### config.mk
export PLATFORM = sky130hd
export DESIGN_NAME = stopwatch_clock
export DESIGN_NICKNAME = d
export VERILOG_FILES = /design/src/rtl/stopwatch_clock.sv
export SDC_FILE = /design/constraint.sdc
export NUM_CORES = 1
export LEC_CHECK = 0
export CAP_MARGIN = 25
export CORE_AREA = 3 3 88 90
export CTS_CLUSTER_SIZE = 24
export DETAILED_ROUTE_END_ITERATION = 8
export DIE_AREA = 0 0 91 93
export PLACE_DENSITY = 0.76
export SYNTH_ARGS = -nofsm -noshare
export SYNTH_HDL_FRONTEND = slang
export SYNTH_SLANG_ARGS = --single-unit
export TNS_END_PERCENT = 100
### constraint.sdc
create_clock -name clk -period 2.3 [get_ports clk]
set_input_delay 0.575 -clock clk [delete_from_list [all_inputs] [get_ports clk]]
set_output_delay 0.575 -clock clk [all_outputs]
set_load 0.01 [all_outputs]
### src/rtl/stopwatch_clock.sv
// Count-up BCD stopwatch (hh:mm:ss.mmm) with run/hold, clear, saturation and lap capture.
// Lap capture is built only when STOPWATCH_LAP_EN is defined; otherwise lap outputs are tied to 0.
module stopwatch_clock #(
  parameter int unsigned TICK_DIV = 100000
) (
  input  logic        clk,
  input  logic        resetn,
  input  logic        Stop_Start,
  input  logic        Clear,
  input  logic        Lap,
  output logic [11:0] Milli_o,
  output logic [7:0]  Seconds_o,
  output logic [7:0]  Minutes_o,
  output logic [7:0]  Hours_o,
  output logic [11:0] Lap_Milli_o,
  output logic [7:0]  Lap_Seconds_o,
  output logic [7:0]  Lap_Minutes_o,
  output logic [7:0]  Lap_Hours_o,
  output logic        Lap_Valid_o,
  output logic        Overflow_o
);

  localparam int unsigned DIV_W = $clog2(TICK_DIV);
  localparam logic [DIV_W-1:0] DIV_LAST = DIV_W'(TICK_DIV - 1);

  logic [DIV_W-1:0] div_q, div_d;
  logic [11:0] milli_q, milli_d;
  logic [7:0]  sec_q, sec_d;
  logic [7:0]  min_q, min_d;
  logic [7:0]  hr_q, hr_d;
  logic        ovf_q, ovf_d;

  logic        run, tick, at_max;
  logic [4:0]  c_ms0, c_ms1, c_ms2, c_s0, c_s1, c_m0, c_m1, c_h0, c_h1;

  // Returns {carry_out, next_digit}; the digit wraps to 0 after reaching lim.
  function automatic logic [4:0] digit_inc(input logic [3:0] v, input logic [3:0] lim,
                                           input logic cin);
    logic [4:0] r;
    r = {1'b0, v};
    if (cin) begin
      if (v == lim) r = 5'h10;
      else          r = {1'b0, v + 4'd1};
    end
    return r;
  endfunction

  always_comb begin
    run    = Stop_Start && !ovf_q;
    tick   = run && (div_q == DIV_LAST);
    at_max = ({hr_q, min_q, sec_q, milli_q} == {8'h23, 8'h59, 8'h59, 12'h999});

    c_ms0 = digit_inc(milli_q[3:0],  4'd9, 1'b1);
    c_ms1 = digit_inc(milli_q[7:4],  4'd9, c_ms0[4]);
    c_ms2 = digit_inc(milli_q[11:8], 4'd9, c_ms1[4]);
    c_s0  = digit_inc(sec_q[3:0],    4'd9, c_ms2[4]);
    c_s1  = digit_inc(sec_q[7:4],    4'd5, c_s0[4]);
    c_m0  = digit_inc(min_q[3:0],    4'd9, c_s1[4]);
    c_m1  = digit_inc(min_q[7:4],    4'd5, c_m0[4]);
    // Hours only reach 23 with a carry pending at full saturation, handled below.
    c_h0  = digit_inc(hr_q[3:0],     4'd9, c_m1[4]);
    c_h1  = digit_inc(hr_q[7:4],     4'd2, c_h0[4]);

    div_d   = div_q;
    milli_d = milli_q;
    sec_d   = sec_q;
    min_d   = min_q;
    hr_d    = hr_q;
    ovf_d   = ovf_q;

    if (run) begin
      div_d = tick ? '0 : div_q + DIV_W'(1);
    end

    if (tick) begin
      if (at_max) begin
        ovf_d = 1'b1;
      end else begin
        milli_d = {c_ms2[3:0], c_ms1[3:0], c_ms0[3:0]};
        sec_d   = {c_s1[3:0], c_s0[3:0]};
        min_d   = {c_m1[3:0], c_m0[3:0]};
        hr_d    = {c_h1[3:0], c_h0[3:0]};
      end
    end
  end

  always_ff @(posedge clk) begin
    if (resetn || Clear) begin
      div_q   <= '0;
      milli_q <= '0;
      sec_q   <= '0;
      min_q   <= '0;
      hr_q    <= '0;
      ovf_q   <= 1'b0;
    end else begin
      div_q   <= div_d;
      milli_q <= milli_d;
      sec_q   <= sec_d;
      min_q   <= min_d;
      hr_q    <= hr_d;
      ovf_q   <= ovf_d;
    end
  end

  assign Milli_o    = milli_q;
  assign Seconds_o  = sec_q;
  assign Minutes_o  = min_q;
  assign Hours_o    = hr_q;
  assign Overflow_o = ovf_q;

`ifdef STOPWATCH_LAP_EN
  logic        lap_q;
  logic        lap_edge;
  logic [11:0] lap_ms_q;
  logic [7:0]  lap_sec_q, lap_min_q, lap_hr_q;
  logic        lap_valid_q;

  assign lap_edge = Lap && !lap_q;

  // The edge register keeps following Lap during Clear so a held Lap cannot fire afterwards.
  always_ff @(posedge clk) begin
    if (resetn) begin
      lap_q       <= 1'b0;
      lap_ms_q    <= '0;
      lap_sec_q   <= '0;
      lap_min_q   <= '0;
      lap_hr_q    <= '0;
      lap_valid_q <= 1'b0;
    end else begin
      lap_q <= Lap;
      if (Clear) begin
        lap_ms_q    <= '0;
        lap_sec_q   <= '0;
        lap_min_q   <= '0;
        lap_hr_q    <= '0;
        lap_valid_q <= 1'b0;
      end else if (lap_edge) begin
        lap_ms_q    <= milli_q;
        lap_sec_q   <= sec_q;
        lap_min_q   <= min_q;
        lap_hr_q    <= hr_q;
        lap_valid_q <= 1'b1;
      end
    end
  end

  assign Lap_Milli_o   = lap_ms_q;
  assign Lap_Seconds_o = lap_sec_q;
  assign Lap_Minutes_o = lap_min_q;
  assign Lap_Hours_o   = lap_hr_q;
  assign Lap_Valid_o   = lap_valid_q;
`else
  logic unused_lap;
  assign unused_lap    = Lap;
  assign Lap_Milli_o   = '0;
  assign Lap_Seconds_o = '0;
  assign Lap_Minutes_o = '0;
  assign Lap_Hours_o   = '0;
  assign Lap_Valid_o   = 1'b0;
`endif

endmodule

# Yosys cells after proc, flatten, opt, wreduce, memory -nomap -nowiden

Index checks and enable logic that the tools add are counted.

Word-level logic and storage cells: 64
Bits in registers: 54
Output and inout bits: 74
Input bits: 5

Reductions and logical operators: 14
Eq/ne operators: 11
Multiplexer cells: 17
$add $sub $neg: 10
Bitwise logic cells: 1

Operators by type and width:

| kind                                                               | number |
|---|---|
| 5-bit two-way mux                                                  | 15 |
| 4-bit by 1-bit adder with 4-bit output (second input constant)     | 9 |
| 36-bit by 34-bit == test with 1-bit output (second input constant) | 1 |
| 4-bit == test (second input constant)                              | 6 |
| 3-bit AND reduction                                                | 8 |
| 17-bit by 1-bit adder with 17-bit output (second input constant)   | 1 |
| 17-bit == test (second input constant)                             | 1 |
| 17-bit two-way mux                                                 | 1 |
| 4-bit by 3-bit == test with 1-bit output (second input constant)   | 2 |
| 4-bit by 2-bit == test with 1-bit output (second input constant)   | 1 |
| 4-bit two-way mux                                                  | 1 |
| 2-bit AND reduction                                                | 2 |
| 1-bit logical AND                                                  | 2 |
| 1-bit zero test                                                    | 1 |
| 1-bit logical OR                                                   | 1 |
| 1-bit inverter                                                     | 1 |

# Depth between registers and ports, before layout

Depth after elaboration: 10
Gate-level depth with buffers: 7
Depth with buffers taken out: 6

# Least setup slack after synthesis

OpenSTA, ideal clock, no wires.

Path type: input port to flip-flop
From: input Stop_Start
To: register milli_q[7], in the netlist Milli_o[7]
Library setup time: 74 ps
Stages: 5
Data arrival time: 2,133 ps
Data required time: 2,226 ps
Setup slack: 93 ps
Buffers on the path: 0
Cells stage by stage: nand3b_1 nor4_4 nand4_1 or4_1 a31oi_1

Cells in the longest elaborated chain, start to end: 3

RTL lines:

| element                       | line | text |
|---|---|---|
| start: declaration            | 8    | `input logic Stop_Start,` |
| 1-bit logical AND             | 49   | `run = Stop_Start && !ovf_q;` |
| 1-bit logical AND             | 50   | `tick = run && (div_q == DIV_LAST);` |
| 3-bit AND reduction (no line) | --   |  |
| end signal: assignment        | 97   | `milli_q <= milli_d;` |
| end: declaration              | 27   | `logic [11:0] milli_q, milli_d;` |

Every way passes these cells.
A chain may end at the register's enable or synchronous reset.

# Worst setup path after layout

From: register div_q[0]
To: register milli_q[7], in the netlist Milli_o[7]

Cells in the longest elaborated chain, start to end: 3

RTL lines:

| element                       | line | text |
|---|---|---|
| start: declaration            | 26   | `logic [DIV_W-1:0] div_q, div_d;` |
| start signal: assignment      | 96   | `div_q <= div_d;` |
| 17-bit == test                | 50   |  |
| 1-bit logical AND             | 50   |  |
| 3-bit AND reduction (no line) | --   |  |

Every way passes these cells.

==> summary.txt <==
Final layout
  • Area Growth Syn to Fin: 32.76%
  • Sequential Area: 0.001085 sq mm
  • ANT cells: 0
  • Filler cell count in the final layout: 622
  • Most frequent cells in the layout: buf_4 (64), dfxtp_1 (51), clkdlybuf4s50_1 (39), conb_1 (37)
  • Multi-input logic area: 0.001927 sq mm
  • Commonest non-fill, non-tap cell in the layout: buf_4
  • Layout Nets: 489
  • Final instance area: 0.004178 sq mm
  • Final Core Density: 58.54%
  • Layout cells sized above 1: 19.83%

Critical path
  • CP Class: reg -> reg
  • Max FO, Critical Path: 6
  • Crit. End Element: flip-flop
  • Crit path DAT: 2.45 ns
  • CP startpoint kind: flip-flop
  • Required @ worst endpoint: 2.53 ns

Die
  • Core area: 0.007137 sq mm
  • Die H: 93 um
  • Area of the die: 0.008463 sq mm
  • Initial Utilization: 44.09%
  • Num rows: 31
  • Die width: 91 um
  • Io pins: 79

STA
  • TNS Setup: 0 ns
  • Skew final: 0.01398 ns
  • Final Max Slew Viols: 0
  • Min Tclk post-route: 2.211 ns
  • Final setup viols: 0
  • RSZ-0062 raised after global routing: true
  • Max Clk Rate: 0.4523 GHz
  • Final hold vios: 0
  • Final worst-path cycle share: 96.14%

Routing
  • Overall via count from detail_route: 3089
  • Routed WL: 7798 um
  • Final ANT Viol Nets: 0
  • Iteration-0 DRC Markers: 194
  • Average wire per standard cell: 13.38 um
  • DRC: 0
  • Vias per inst: 5.298
  • First-pass DRT Iterations: 4

Yosys
  • Dominant cells by area after synthesis: dfxtp_1 (34%), buf_4 (9.1%), a21oi_1 (4.3%), or4_1 (3.8%), o21ai_0 (3.3%)
  • Synth async-reset ratio: 0%
  • Synth warnings: 0
  • #FFs+latches synth: 54
  • Seq/Total Area, Yosys: 34.35%
  • Mapped Avg Cell Area: 8.259 sq um
  • Post-synth top area cell: dfxtp_1
  • Proportion of netlist area held by the largest area contributor: 34.35%
  • Ys flop type: dfxtp_1
  • Yosys cell types: 48
  • Gate count of the mapped netlist: 381
  • EDFF count, synth: 0
  • Syn Std Cell Area: 0.003147 sq mm

Clock network
  • Clock Sinks: 54
  • # hold bufs at CTS: 0
  • Worst-Skew Late Latency: 0.31 ns
  • CTS tree: yes
  • CTS HTree Levels: 2
  • Worst-path clk slew: 0.10 ns
  • CTS root buf: clkbuf_8
  • Num CTS Buffers: 5
  • Clock Tree Buf Depth: 2

Global route
  • Initial antenna violation count: 0
  • Largest net degree at the start of global routing: 24
  • Number of global-route vias before repair: 2901
  • First-pass GRT wire length: 13280 um
  • GRT overflow: 0
  • Total track usage: 18.61%

Power
  • Power density over the cells: 394.7 mW/mm^2
  • Internal: 1.281 mW
  • Comb pwr share: 4.5%
  • P_leak: 1.502 nW
  • Max VDD drop: 252.9 uV
  • Net Sw Frac: 22.33%
  • Flop pwr share: 56.8%
  • Clock share of power: 38.7%
  • NetSw: 0.3683 mW

Place
  • Area post-placement: 0.003939 sq mm
  • HPWL Detailed: 5709 um
  • Port bufs: 40
  • GPL Wtd Cong: 0.8818

Outcome
  • Outcome: finished clean

Hold path
  • Worst hold path class: reg -> reg

Flow run
  • Maxcap violations: 0
==> final timing paths <==
check / cells after the start / to / from / slack, ns
hold / removal: 2 / Milli_o[4] / Milli_o[4] / 0.51
setup / recovery: 9 / Milli_o[7] / div_q[0] / 0.09
hold reg to reg: 2 / Milli_o[4] / Milli_o[4] / 0.51
setup reg to reg: 9 / Milli_o[7] / div_q[0] / 0.09
==> kinds of logic (layout without fill, tap and decap cells) <==
family	count (synthesis)	count (layout)	share of synthesized area (%)
and+or+nand+nor	172	172	33.60
AOI/OAI and AO/OA	74	74	13.80
buffers and inverters	57	124	11.37
DFF	54	54	34.35
xor gates and xnor gates	16	16	4.453
muxes	6	6	1.909
adders and majority gates	1	1	0.3976
other	1	37	0.1192
==> sequential cells by signal, summed over array words and instances (netlist names) <==
| register | cells |
|---|---|
| Hours_o | 8 |
| Minutes_o | 8 |
| div_q | 17 |
| Seconds_o | 8 |
| Overflow_o | 1 |
| Milli_o | 12 |
==> metal layers <==
layer	up-vias	wire (um)	global-route usage, %
met5	-	0	0
met4	0	112	5.276
met3	13	357	3.379
met2	77	3900	33.11
met1	1462	3428	23.01
li1	1537	-	-
==> worst max-delay path, stage by stage, from the launching register on <==
cell      delay [ns]
dfxtp_2         0.35
ha_1            0.15
nand3b_1        0.16
buf_4           0.19
nor4_4          0.25
buf_4           0.18
nand4_1         0.10
buf_6           0.14
or4_1           0.46
a31oi_1         0.16
==> timing repair <==
| action | in CTS | in global routing |
|---|---|---|
| resized for setup | 3 | 15 |
| endpoints found under the setup margin | 14 | 21 |
| buffers inserted | 4 | 2 |
| pin swaps | 2 | 4 |
==> final cells by class <==
cell class / count / area share (%)
Clock buffer: 6 / 1.737
Timing Repair Buffer: 105 / 21.32
Inverter: 11 / 0.9883
Clock inverter: 2 / 0.8985
Tap cell: 99 / 2.965
Multi-Input combinational cell: 306 / 46.12
Sequential cell: 54 / 25.97
==> stage by stage <==
step	power (mW)	hold slack [ns]	setup slack [ns]	std cells
6_report	1.649	0.5138	0.08887	583
5_1_grt	1.710	0.5452	-0.03298	583
4_1_cts	1.663	0.5065	0.03798	581
3_5_place_dp	1.029	0.4913	-0.5590	569
3_3_place_gp	1.029	0.4732	-0.5121	569
2_1_floorplan	1.053	0.4619	0.09285	417
==> cell usage after synthesis, types with 2 or more instances <==
| master | count |
|---|---|
| dfxtp_1 | 54 |
| buf_4 | 38 |
| a21oi_1 | 27 |
| nor2_1 | 26 |
| nand2_1 | 23 |
| o21ai_0 | 21 |
| nand3_1 | 19 |
| or4_1 | 16 |
| nand4_1 | 12 |
| o31ai_1 | 12 |
| inv_1 | 11 |
| xor2_1 | 11 |
| and3_1 | 10 |
| or3_1 | 10 |
| nor2b_1 | 8 |
| clkbuf_1 | 7 |
| nor3_1 | 7 |
| mux2i_1 | 6 |
| a31oi_1 | 5 |
| nand3b_1 | 5 |
| nor4b_1 | 5 |
| xnor2_1 | 5 |
| nor3b_1 | 4 |
| nor4bb_1 | 4 |
| and4_1 | 3 |
| and4bb_2 | 3 |
| nand2b_1 | 3 |
| nand4b_1 | 2 |
| nand4bb_1 | 2 |
| nor4_1 | 2 |
| o311ai_0 | 2 |
| o41ai_1 | 2 |
==> power groups by stage <==
| stage | Sequential (mW) | Combinational (mW) | Clock [mW] |
|---|---|---|---|
| after global placement | 0.958 | 0.0713 | 0 |
| after global routing | 0.937 | 0.0829 | 0.690 |
| final | 0.936 | 0.0747 | 0.638 |
| after CTS | 0.936 | 0.0715 | 0.655 |
| after floorplan | 0.958 | 0.0952 | 0 |
| after detailed placement | 0.958 | 0.0718 | 0 |
No activity file was read; power rests on OpenSTA's default activity.
